[config.mk]
export PLATFORM = sky130hd
export DESIGN_NAME = keys_generator_ctrl
export DESIGN_NICKNAME = d
export VERILOG_FILES = /design/src/rtl/keys_pkg.sv /design/src/rtl/key_rr_arbiter.sv /design/src/rtl/keys_generator_ctrl.sv
export SDC_FILE = /design/constraint.sdc
export NUM_CORES = 1
export LEC_CHECK = 0
export CELL_PAD_IN_SITES_DETAIL_PLACEMENT = 1
export CELL_PAD_IN_SITES_GLOBAL_PLACEMENT = 2
export CORE_ASPECT_RATIO = 0.75
export CORE_UTILIZATION = 27
export CTS_CLUSTER_DIAMETER = 40
export DETAILED_ROUTE_END_ITERATION = 8
export PLACE_DENSITY_LB_ADDON = 0.1
export SLEW_MARGIN = 20
export SYNTH_ARGS = -nofsm -noshare
export SYNTH_HDL_FRONTEND = slang
export SYNTH_SLANG_ARGS = --single-unit
[constraint.sdc]
create_clock -name in_clk -period 3.7 [get_ports in_clk]
set_clock_uncertainty 0.1 [all_clocks]
set_input_delay 0.555 -clock in_clk [delete_from_list [all_inputs] [get_ports in_clk]]
set_output_delay 0.555 -clock in_clk [all_outputs]
set_load 0.02 [all_outputs]
[src/rtl/keys_pkg.sv]
// Shared definitions for the key generator sequencer.
//   KEY_W     : key / seed / LFSR width
//   state_e   : sequencer FSM states
//   ZERO_SEED : all-zero value, the LFSR lock-up state
//   max_u     : constant helper for counter sizing
package keys_pkg;

    localparam int unsigned KEY_W = 128;

    typedef enum logic [2:0] {
        IDLE   = 3'd0,
        LOAD   = 3'd1,
        WARMUP = 3'd2,
        READY  = 3'd3,
        STEP   = 3'd4
    } state_e;

    localparam logic [KEY_W-1:0] ZERO_SEED = '0;

    function automatic int unsigned max_u(input int unsigned a, input int unsigned b);
        return (a > b) ? a : b;
    endfunction

endpackage

[src/rtl/key_rr_arbiter.sv]
// Round-robin arbiter with a rotating priority pointer.
//   i_clk, i_rst_n : clock, async active-low reset (pointer returns to 0)
//   i_req          : per-requester request levels
//   i_advance      : the current winner was granted; move priority past it
//   o_grant_c      : combinational one-hot winner (zero when no request)
//   o_ptr          : registered index of the highest-priority requester
module key_rr_arbiter
    import keys_pkg::*;
#(
    parameter  int unsigned N_REQ = 4,
    localparam int unsigned PTR_W = (N_REQ > 1) ? $clog2(N_REQ) : 1
) (
    input  logic             i_clk,
    input  logic             i_rst_n,
    input  logic [N_REQ-1:0] i_req,
    input  logic             i_advance,
    output logic [N_REQ-1:0] o_grant_c,
    output logic [PTR_W-1:0] o_ptr
);

    logic [PTR_W-1:0] r_ptr;
    logic [PTR_W-1:0] w_win_idx;
    logic             w_found;
    int unsigned      w_scan;

    // Scan requesters starting at the pointer, wrapping once; first hit wins.
    always_comb begin
        o_grant_c = '0;
        w_win_idx = r_ptr;
        w_found   = 1'b0;
        w_scan    = 0;
        for (int unsigned k = 0; k < N_REQ; k++) begin
            w_scan = 32'(r_ptr) + k;
            if (w_scan >= N_REQ) begin
                w_scan = w_scan - N_REQ;
            end
            if (!w_found && i_req[PTR_W'(w_scan)]) begin
                w_found                   = 1'b1;
                w_win_idx                 = PTR_W'(w_scan);
                o_grant_c[PTR_W'(w_scan)] = 1'b1;
            end
        end
    end

    // Priority moves to the requester after the one just granted.
    always_ff @(posedge i_clk or negedge i_rst_n) begin
        if (!i_rst_n) begin
            r_ptr <= '0;
        end else if (i_advance && w_found) begin
            r_ptr <= (w_win_idx == PTR_W'(N_REQ - 1)) ? '0 : w_win_idx + PTR_W'(1);
        end
    end

    assign o_ptr = r_ptr;

endmodule

[src/rtl/keys_generator_ctrl.sv]
// Sequencer and arbiter in front of a 128-bit LFSR key generator: seeds it,
// runs a warm-up, then hands out keys round-robin, stepping the LFSR
// KEY_STRIDE times between keys. Sole driver of the LFSR control inputs.
//   in_clk, in_rst_n   : clock, async active-low reset
//   in_seed_valid/in_seed, out_seed_ready : seed handshake
//   out_seed_err       : 1-cycle pulse, zero seed offered and rejected
//   in_req / out_grant : request levels, one-hot grant pulse
//   out_key            : key for the granted requester (held otherwise)
//   out_reseed_req     : MAX_KEYS keys issued, grants blocked until reseed
//   out_lfsr_stop/out_lfsr_wr_seed/out_lfsr_seed : LFSR control
//   in_lfsr_value      : current LFSR state
module keys_generator_ctrl
    import keys_pkg::*;
#(
    parameter int unsigned N_REQ         = 4,
    parameter int unsigned WARMUP_CYCLES = 128,
    parameter int unsigned KEY_STRIDE    = 128,
    parameter int unsigned MAX_KEYS      = 1024
) (
    input  logic             in_clk,
    input  logic             in_rst_n,
    input  logic             in_seed_valid,
    input  logic [KEY_W-1:0] in_seed,
    output logic             out_seed_ready,
    output logic             out_seed_err,
    input  logic [N_REQ-1:0] in_req,
    output logic [N_REQ-1:0] out_grant,
    output logic [KEY_W-1:0] out_key,
    output logic             out_reseed_req,
    output logic             out_lfsr_stop,
    output logic             out_lfsr_wr_seed,
    output logic [KEY_W-1:0] out_lfsr_seed,
    input  logic [KEY_W-1:0] in_lfsr_value
);

    localparam int unsigned CNT_W  = $clog2(max_u(WARMUP_CYCLES, KEY_STRIDE) + 1);
    localparam int unsigned KCNT_W = $clog2(MAX_KEYS + 1);
    localparam int unsigned PTR_W  = (N_REQ > 1) ? $clog2(N_REQ) : 1;

    state_e              r_state, w_state_next;
    logic [CNT_W-1:0]    r_cnt, w_cnt_next;
    logic [KCNT_W-1:0]   r_keys, w_keys_next;
    logic [KEY_W-1:0]    r_seed, w_seed_next;
    logic [KEY_W-1:0]    r_key, w_key_next;
    logic [N_REQ-1:0]    r_grant, w_grant_next;
    logic                r_stop, w_stop_next;
    logic                r_wr_seed, w_wr_seed_next;
    logic                r_seed_ready, w_seed_ready_next;
    logic                r_seed_err, w_seed_err_next;
    logic                r_reseed_req, w_reseed_req_next;
    logic                w_seed_acc, w_seed_load, w_advance;
    logic [N_REQ-1:0]    w_arb_grant;
    logic [PTR_W-1:0]    w_rr_ptr, w_ptr_prev;

    assign w_seed_acc  = in_seed_valid && r_seed_ready;
    assign w_seed_load = w_seed_acc && (in_seed != ZERO_SEED);

    key_rr_arbiter #(.N_REQ(N_REQ)) u_arb (
        .i_clk     (in_clk),
        .i_rst_n   (in_rst_n),
        .i_req     (in_req),
        .i_advance (w_advance),
        .o_grant_c (w_arb_grant),
        .o_ptr     (w_rr_ptr)
    );

    // FSM state register.
    always_ff @(posedge in_clk or negedge in_rst_n) begin
        if (!in_rst_n) begin
            r_state <= IDLE;
        end else begin
            r_state <= w_state_next;
        end
    end

    // Next state, counters, grant decision and next values of all outputs.
    always_comb begin
        w_state_next    = r_state;
        w_cnt_next      = r_cnt;
        w_keys_next     = r_keys;
        w_seed_next     = r_seed;
        w_key_next      = r_key;
        w_grant_next    = '0;
        w_advance       = 1'b0;
        w_seed_err_next = w_seed_acc && (in_seed == ZERO_SEED);

        if (w_seed_load) begin
            // A valid seed aborts whatever is running, grants included.
            w_state_next = LOAD;
            w_seed_next  = in_seed;
            w_keys_next  = '0;
        end else begin
            unique case (r_state)
                IDLE: begin
                    w_state_next = IDLE;
                end
                LOAD: begin
                    w_state_next = WARMUP;
                    w_cnt_next   = CNT_W'(WARMUP_CYCLES - 1);
                end
                WARMUP: begin
                    if (r_cnt == '0) begin
                        w_state_next = READY;
                    end else begin
                        w_cnt_next = r_cnt - CNT_W'(1);
                    end
                end
                READY: begin
                    if ((|in_req) && (r_keys < KCNT_W'(MAX_KEYS))) begin
                        w_grant_next = w_arb_grant;
                        w_key_next   = in_lfsr_value;
                        w_keys_next  = r_keys + KCNT_W'(1);
                        w_advance    = 1'b1;
                        w_state_next = STEP;
                        w_cnt_next   = CNT_W'(KEY_STRIDE - 1);
                    end
                end
                STEP: begin
                    if (r_cnt == '0) begin
                        w_state_next = READY;
                    end else begin
                        w_cnt_next = r_cnt - CNT_W'(1);
                    end
                end
                default: begin
                    w_state_next = IDLE;
                end
            endcase
        end

        // Outputs follow the state being entered so they line up with it.
        w_stop_next       = !((w_state_next == WARMUP) || (w_state_next == STEP));
        w_wr_seed_next    = (w_state_next == LOAD);
        w_seed_ready_next = (w_state_next != LOAD);
        w_reseed_req_next = (w_keys_next == KCNT_W'(MAX_KEYS));
    end

    // Counters, captured seed/key and registered outputs.
    always_ff @(posedge in_clk or negedge in_rst_n) begin
        if (!in_rst_n) begin
            r_cnt        <= '0;
            r_keys       <= '0;
            r_seed       <= '0;
            r_key        <= '0;
            r_grant      <= '0;
            r_stop       <= 1'b1;
            r_wr_seed    <= 1'b0;
            r_seed_ready <= 1'b0;
            r_seed_err   <= 1'b0;
            r_reseed_req <= 1'b0;
        end else begin
            r_cnt        <= w_cnt_next;
            r_keys       <= w_keys_next;
            r_seed       <= w_seed_next;
            r_key        <= w_key_next;
            r_grant      <= w_grant_next;
            r_stop       <= w_stop_next;
            r_wr_seed    <= w_wr_seed_next;
            r_seed_ready <= w_seed_ready_next;
            r_seed_err   <= w_seed_err_next;
            r_reseed_req <= w_reseed_req_next;
        end
    end

    assign out_seed_ready   = r_seed_ready;
    assign out_seed_err     = r_seed_err;
    assign out_grant        = r_grant;
    assign out_key          = r_key;
    assign out_reseed_req   = r_reseed_req;
    assign out_lfsr_stop    = r_stop;
    assign out_lfsr_wr_seed = r_wr_seed;
    assign out_lfsr_seed    = r_seed;

    // The pointer has already moved past the requester shown on out_grant.
    assign w_ptr_prev = (w_rr_ptr == '0) ? PTR_W'(N_REQ - 1) : w_rr_ptr - PTR_W'(1);

    a_grant_onehot_ptr: assert property (@(posedge in_clk) disable iff (!in_rst_n)
        (|r_grant) |-> ($onehot(r_grant) && r_grant[w_ptr_prev]));

endmodule

Yosys cells after proc, flatten, opt, wreduce, memory -nomap -nowiden. Cells that the tools add are included.

Register bits: 289. Bits of input ports: 263. Output and inout bits: 265. Word-level logic and storage cells: 125.

$add $sub $neg: 10. Magnitude comparators: 13. Equal/unequal tests: 12. Muxes and demuxes: 49. Bitwise operators: 4. Reductions and logical operators: 25.

Operators by type and width (count): 128-bit zero test (1); 128-bit nonzero test (1); 11-bit two-way mux (3); 4-bit two-way mux (7); 8-bit one-hot mux with 3 select lines (1); 2-bit two-way mux (9); 8-bit two-way mux (2); 1-bit two-way mux (15); 1-bit logical AND (12); 2-bit by 3-bit < comparator with 1-bit output (second input constant) (4); 4-bit bitwise OR (3); 11-bit by 1-bit adder with 11-bit output (second input constant) (1); 11-bit == test (second input constant) (1); 11-bit < comparator (second input constant) (1); 3-bit by 2-bit == test with 1-bit output (second input constant) (3); 3-bit >= comparator (second input constant) (3); 3-bit two-way mux (3); 3-bit one-hot mux with 3 select lines (1); 1-bit binary-select mux with 2-bit select (4); 1-bit demux with 2-bit select (4); 2-bit by 1-bit >= comparator with 1-bit output (second input constant) (4); 8-bit zero test (1); 2-bit by 1-bit subtractor with 2-bit output (second input constant) (4); 8-bit by 1-bit subtractor with 8-bit output (second input constant) (1); other kinds (17) (24).

Depth between registers and ports, before layout.
Depth after elaboration: 17. Mapped depth: 10.

Hierarchy. Synthesis repeated with hierarchy kept, for this count alone.

Cell total of the unflattened synthesis: 810. Area total of the unflattened synthesis: 11918.9 um^2.

By module, submodules not included: keys_generator_ctrl (instances 1, cells each 751, area an instance 11398.4 um^2); key_rr_arbiter (instances 1, cells each 59, area an instance 520.5 um^2).

Least setup slack after synthesis. No wires, ideal clock.

Path type: register -> register. From: reg with a tool-made name. To: reg with a tool-made name. Arrival: 2443 ps. Slack: 1077 ps. Cell stages (with the launch flop): 9. Path buffers: 1. Clock period less this slack: 2623 ps. Cell sequence: dfrtp_1 > clkbuf_1 > inv_1 > ha_1 > mux4_2 > nor2b_1 > nor2_1 > nor3_1 > xnor2_1.

==> summary.md <==
| Metric | Value |
|---|---|
| Initial Utilization | `0.273` |
| Buf/Inv on CP | `1` |
| Core area | `43400 µm²` |
| Htree depth | `2` |
| CP peak stage delay | `0.69 ns` |
| CP startpoint kind | `flop` |
| Clk_lat worst skew | `0.56 ns` |
| Commonest non-fill, non-tap cell in the layout | `clkdlybuf4s50_1` |
| Slowest CP cell | `dfrtp_1` |
| Critical Path AT | `around 3.3 ns` |
| Worst hold start | `out_key[25]$_DFFE_PN0P_` |
| Crit path time final | `between 2 and 3 ns` |
| I/O Buffers | `~530` |
| Leading register cell type out of synthesis | `dfrtp_1` |
| CTS max path bufs | `3` |
| Rows | `66` |
| Root Driver | `clkbuf_16` |
| Netlist cell types | `50` |
| RSZ-0062 raised after global routing | `false` |
| DP Wirelength | `~33000 µm` |
| Post-synthesis adder-cell area fraction | `0.00845` |
| Top cell type's share of synthesized area | `0.608` |
| Num ports | `about 530` |
| Fin worst setup slack | `between 0.7 and 0.8 ns` |
| Synth Area in XOR/XNOR | `0.0103` |
| Vias | `about 9000` |
| Initial antenna violation count | `9` |
| Worst Tran Pin Value | `0.613 ns` |
| Pwr dens | `726 nW/µm²` |
| Fillers | `4448` |
| Multi-input gate area | `roughly 4300 µm²` |
| Simple-gate share of the synthesized area | `0.0630` |
| WL final | `roughly 43000 µm` |
| Clock transition at path regs | `roughly 0.050 ns` |
| GRT overflow | `0` |
| Max Fclk | `around 340 MHz` |
| Antenna Nets Post-Route | `0` |
| Cells taking the most area after synthesis | `dfrtp_1 (61%), mux2_1 (12%), mux2_2 (12%), nor4_1 (2.1%), buf_8 (1.3%)` |
| #FFs+latches synth | `about 290` |
| Worst path cell trace | `inv_1, ha_1, mux4_2, nor2b_1, nor2_1, nor3_1, xnor2_1` |
| Vias per std cell | `approximately 4.5` |
| Final TNS setup | `0 ns` |
| Routed len/inst | `between 20 and 25 µm` |
| Pre-CTS WS | `approximately 0.20 ns` |
| Status | `completed` |
| Hold Vio Cnt, Final | `0` |
| Worst IR Drop VDD | `around 0.00038 V` |
| # DRC | `0` |
| First-pass GRT wire length | `about 64000 µm` |
| Tot GR Track Use | `0.190` |
| Complex-gate fraction of the synthesized area | `0.0259` |
| Ys Warns | `0` |
| Commonest cells after routing, fill and taps aside | `clkdlybuf4s50_1 (526), dfrtp_1 (288), mux2_1 (130)` |
| WHS | `0.380 ns` |
| Largest family of logic cells by synthesized area | `multiplexers` |
| Synthesized area per cell | `14.7 µm²` |
| Tcrit/Tclk final | `0.784` |
| Post-Syn Instances | `just over 800` |
| Total chip power | `between 10 and 15 mW` |
| Clock sink count | `just under 300` |
| Seq/Total Area, Yosys | `0.610` |
| Syn Nets | `approximately 1100` |
| GR peak layer | `met2` |
| Mux contribution to synthesized area | `0.253` |
| Max-Cap Viols | `0` |
| Drt pass-1 iters | `4` |
| Worst slew margin | `0.590` |
| Hold Crit Class | `reg2reg` |
| Area growth, synth to finish | `66.0%` |
| Met1 Track Usage GR | `0.220` |
| Critical path peak fanout | `15` |
| Die Y | `183 µm` |
| Post-CTS Resized | `0` |
| Critical path type | `reg2reg` |
| CP required | `~4.1 ns` |
| Largest net degree at the start of global routing | `74` |
| Total CTS buffers | `49` |
| Die area | `about 45000 µm²` |
| CTS tree | `yes` |
| Max Transition Viols Final | `0` |
| Cell taking the most area after synthesis | `dfrtp_1` |
| Final setup fails | `0` |
| Vias in the first global route | `approximately 9800` |
| Final nets | `around 1600` |
| Die X | `between 200 and 250 µm` |
| Ys async rst share | `1.00` |
| Register area | `about 7200 µm²` |
| Worst path top cell family by delay | `flip-flops` |
| Final Wtd Congestion | `approximately 0.8` |
| Nature of the critical path endpoint | `flop` |
| Cell Area, Synth | `around 12000 µm²` |
| EDFF count, synth | `0` |
| Fraction of layout cells with a size suffix above 1 | `0.173` |
| DR iter-0 viols | `approximately 270` |
| Routing usage on met2 | `0.320` |
| Pleak | `between 8 and 9 nW` |
| Grt met3 use | `0.0750` |
## cell type report
type | count | share of cell area
sequential | 289 | 0.368
timing repair buffer | 556 | 0.287
multi-input combinational | 469 | 0.217
clock buffer | 65 | 0.0700
tap | 578 | 0.0368
clock inverter | 21 | 0.0184
inverter | 7 | 0.00134
antenna | 9 | 0.00114
## power breakdown
| part | internal, mW | leakage, nW | switching (mW) | total (mW) |
|---|---|---|---|---|
| logic | 2.49 | 3.73 | 2.37 | 4.86 |
| clock network | 3.23 | 0.839 | 1.61 | 4.84 |
| registers | 4.09 | 3.44 | 0.484 | 4.57 |
## synthesized netlist by cell type, types with 9 or more instances
library cell / n
dfrtp_1: 288
mux2_1: 130
mux2_2: 128
nor4_1: 40
nor2_1: 36
buf_2: 14
nand2_1: 14
nand4_1: 12
buf_8: 10
clkbuf_1: 10
nand3_1: 10
a21oi_1: 9
## sequential cells by signal, summed over array words and instances (netlist names), named ones only
name and cells:
out_key 128, out_lfsr_seed 128, r_keys 11, r_cnt 8
out_grant 4, r_state 3, out_lfsr_stop 1, out_lfsr_wr_seed 1
out_reseed_req 1, out_seed_err 1, out_seed_ready 1, u_arb.o_ptr 1
## layer usage
layer,wire (µm),part of all wire
met1,17000,0.40
met2,21100,0.49
met3,3680,0.086
met4,1140,0.027
met5,68,0.0016
## path summary, 6_finish.rpt
| path | endpoint | slack [ns] | cells after the start |
|---|---|---|---|
| max | flop | 0.80 | 7 |
| min | out_key[25]$_DFFE_PN0P_ | 0.38 | 1 |
| max reg2reg | flop | 0.80 | 7 |
| min reg2reg | out_key[25]$_DFFE_PN0P_ | 0.38 | 1 |
| max in group asynchronous | out_lfsr_seed[101]$_DFFE_PN0N_ | 2.13 | 3 |
| min in group asynchronous | out_key[62]$_DFFE_PN0P_ | 0.43 | 2 |
## repair_timing
item / CTS / global route
hold buffers: 1 / 0
hold endpoints to repair: 52 / 0
buffers inserted: 0 / 0
## worst reg2reg max path: stages (launching register included)
cell and delay, ns:
dfrtp_1 0.69, inv_1 0.21, ha_1 0.42, mux4_2 0.63
nor2b_1 0.35, nor2_1 0.08, nor3_1 0.18, xnor2_1 0.15
## per-stage QoR
stage	instances	instance area [µm²]	utilization
6_report	1994	19700	0.454
5_1_grt	1990	19700	0.454
4_1_cts	1985	19700	0.453
3_5_place_dp	1898	17900	0.413
3_3_place_gp	1898	17900	0.413
2_1_floorplan	805	11900	-
## kinds of logic after synthesis
kind of cell,count (synthesis)
and+or+nand+nor,138
xor gates and xnor gates,14
AOI/OAI and AO/OA,46
buffers and inverters,47
muxes,263
DFF,289
adders and majority gates,8
No activity file was read; power rests on OpenSTA's default activity.
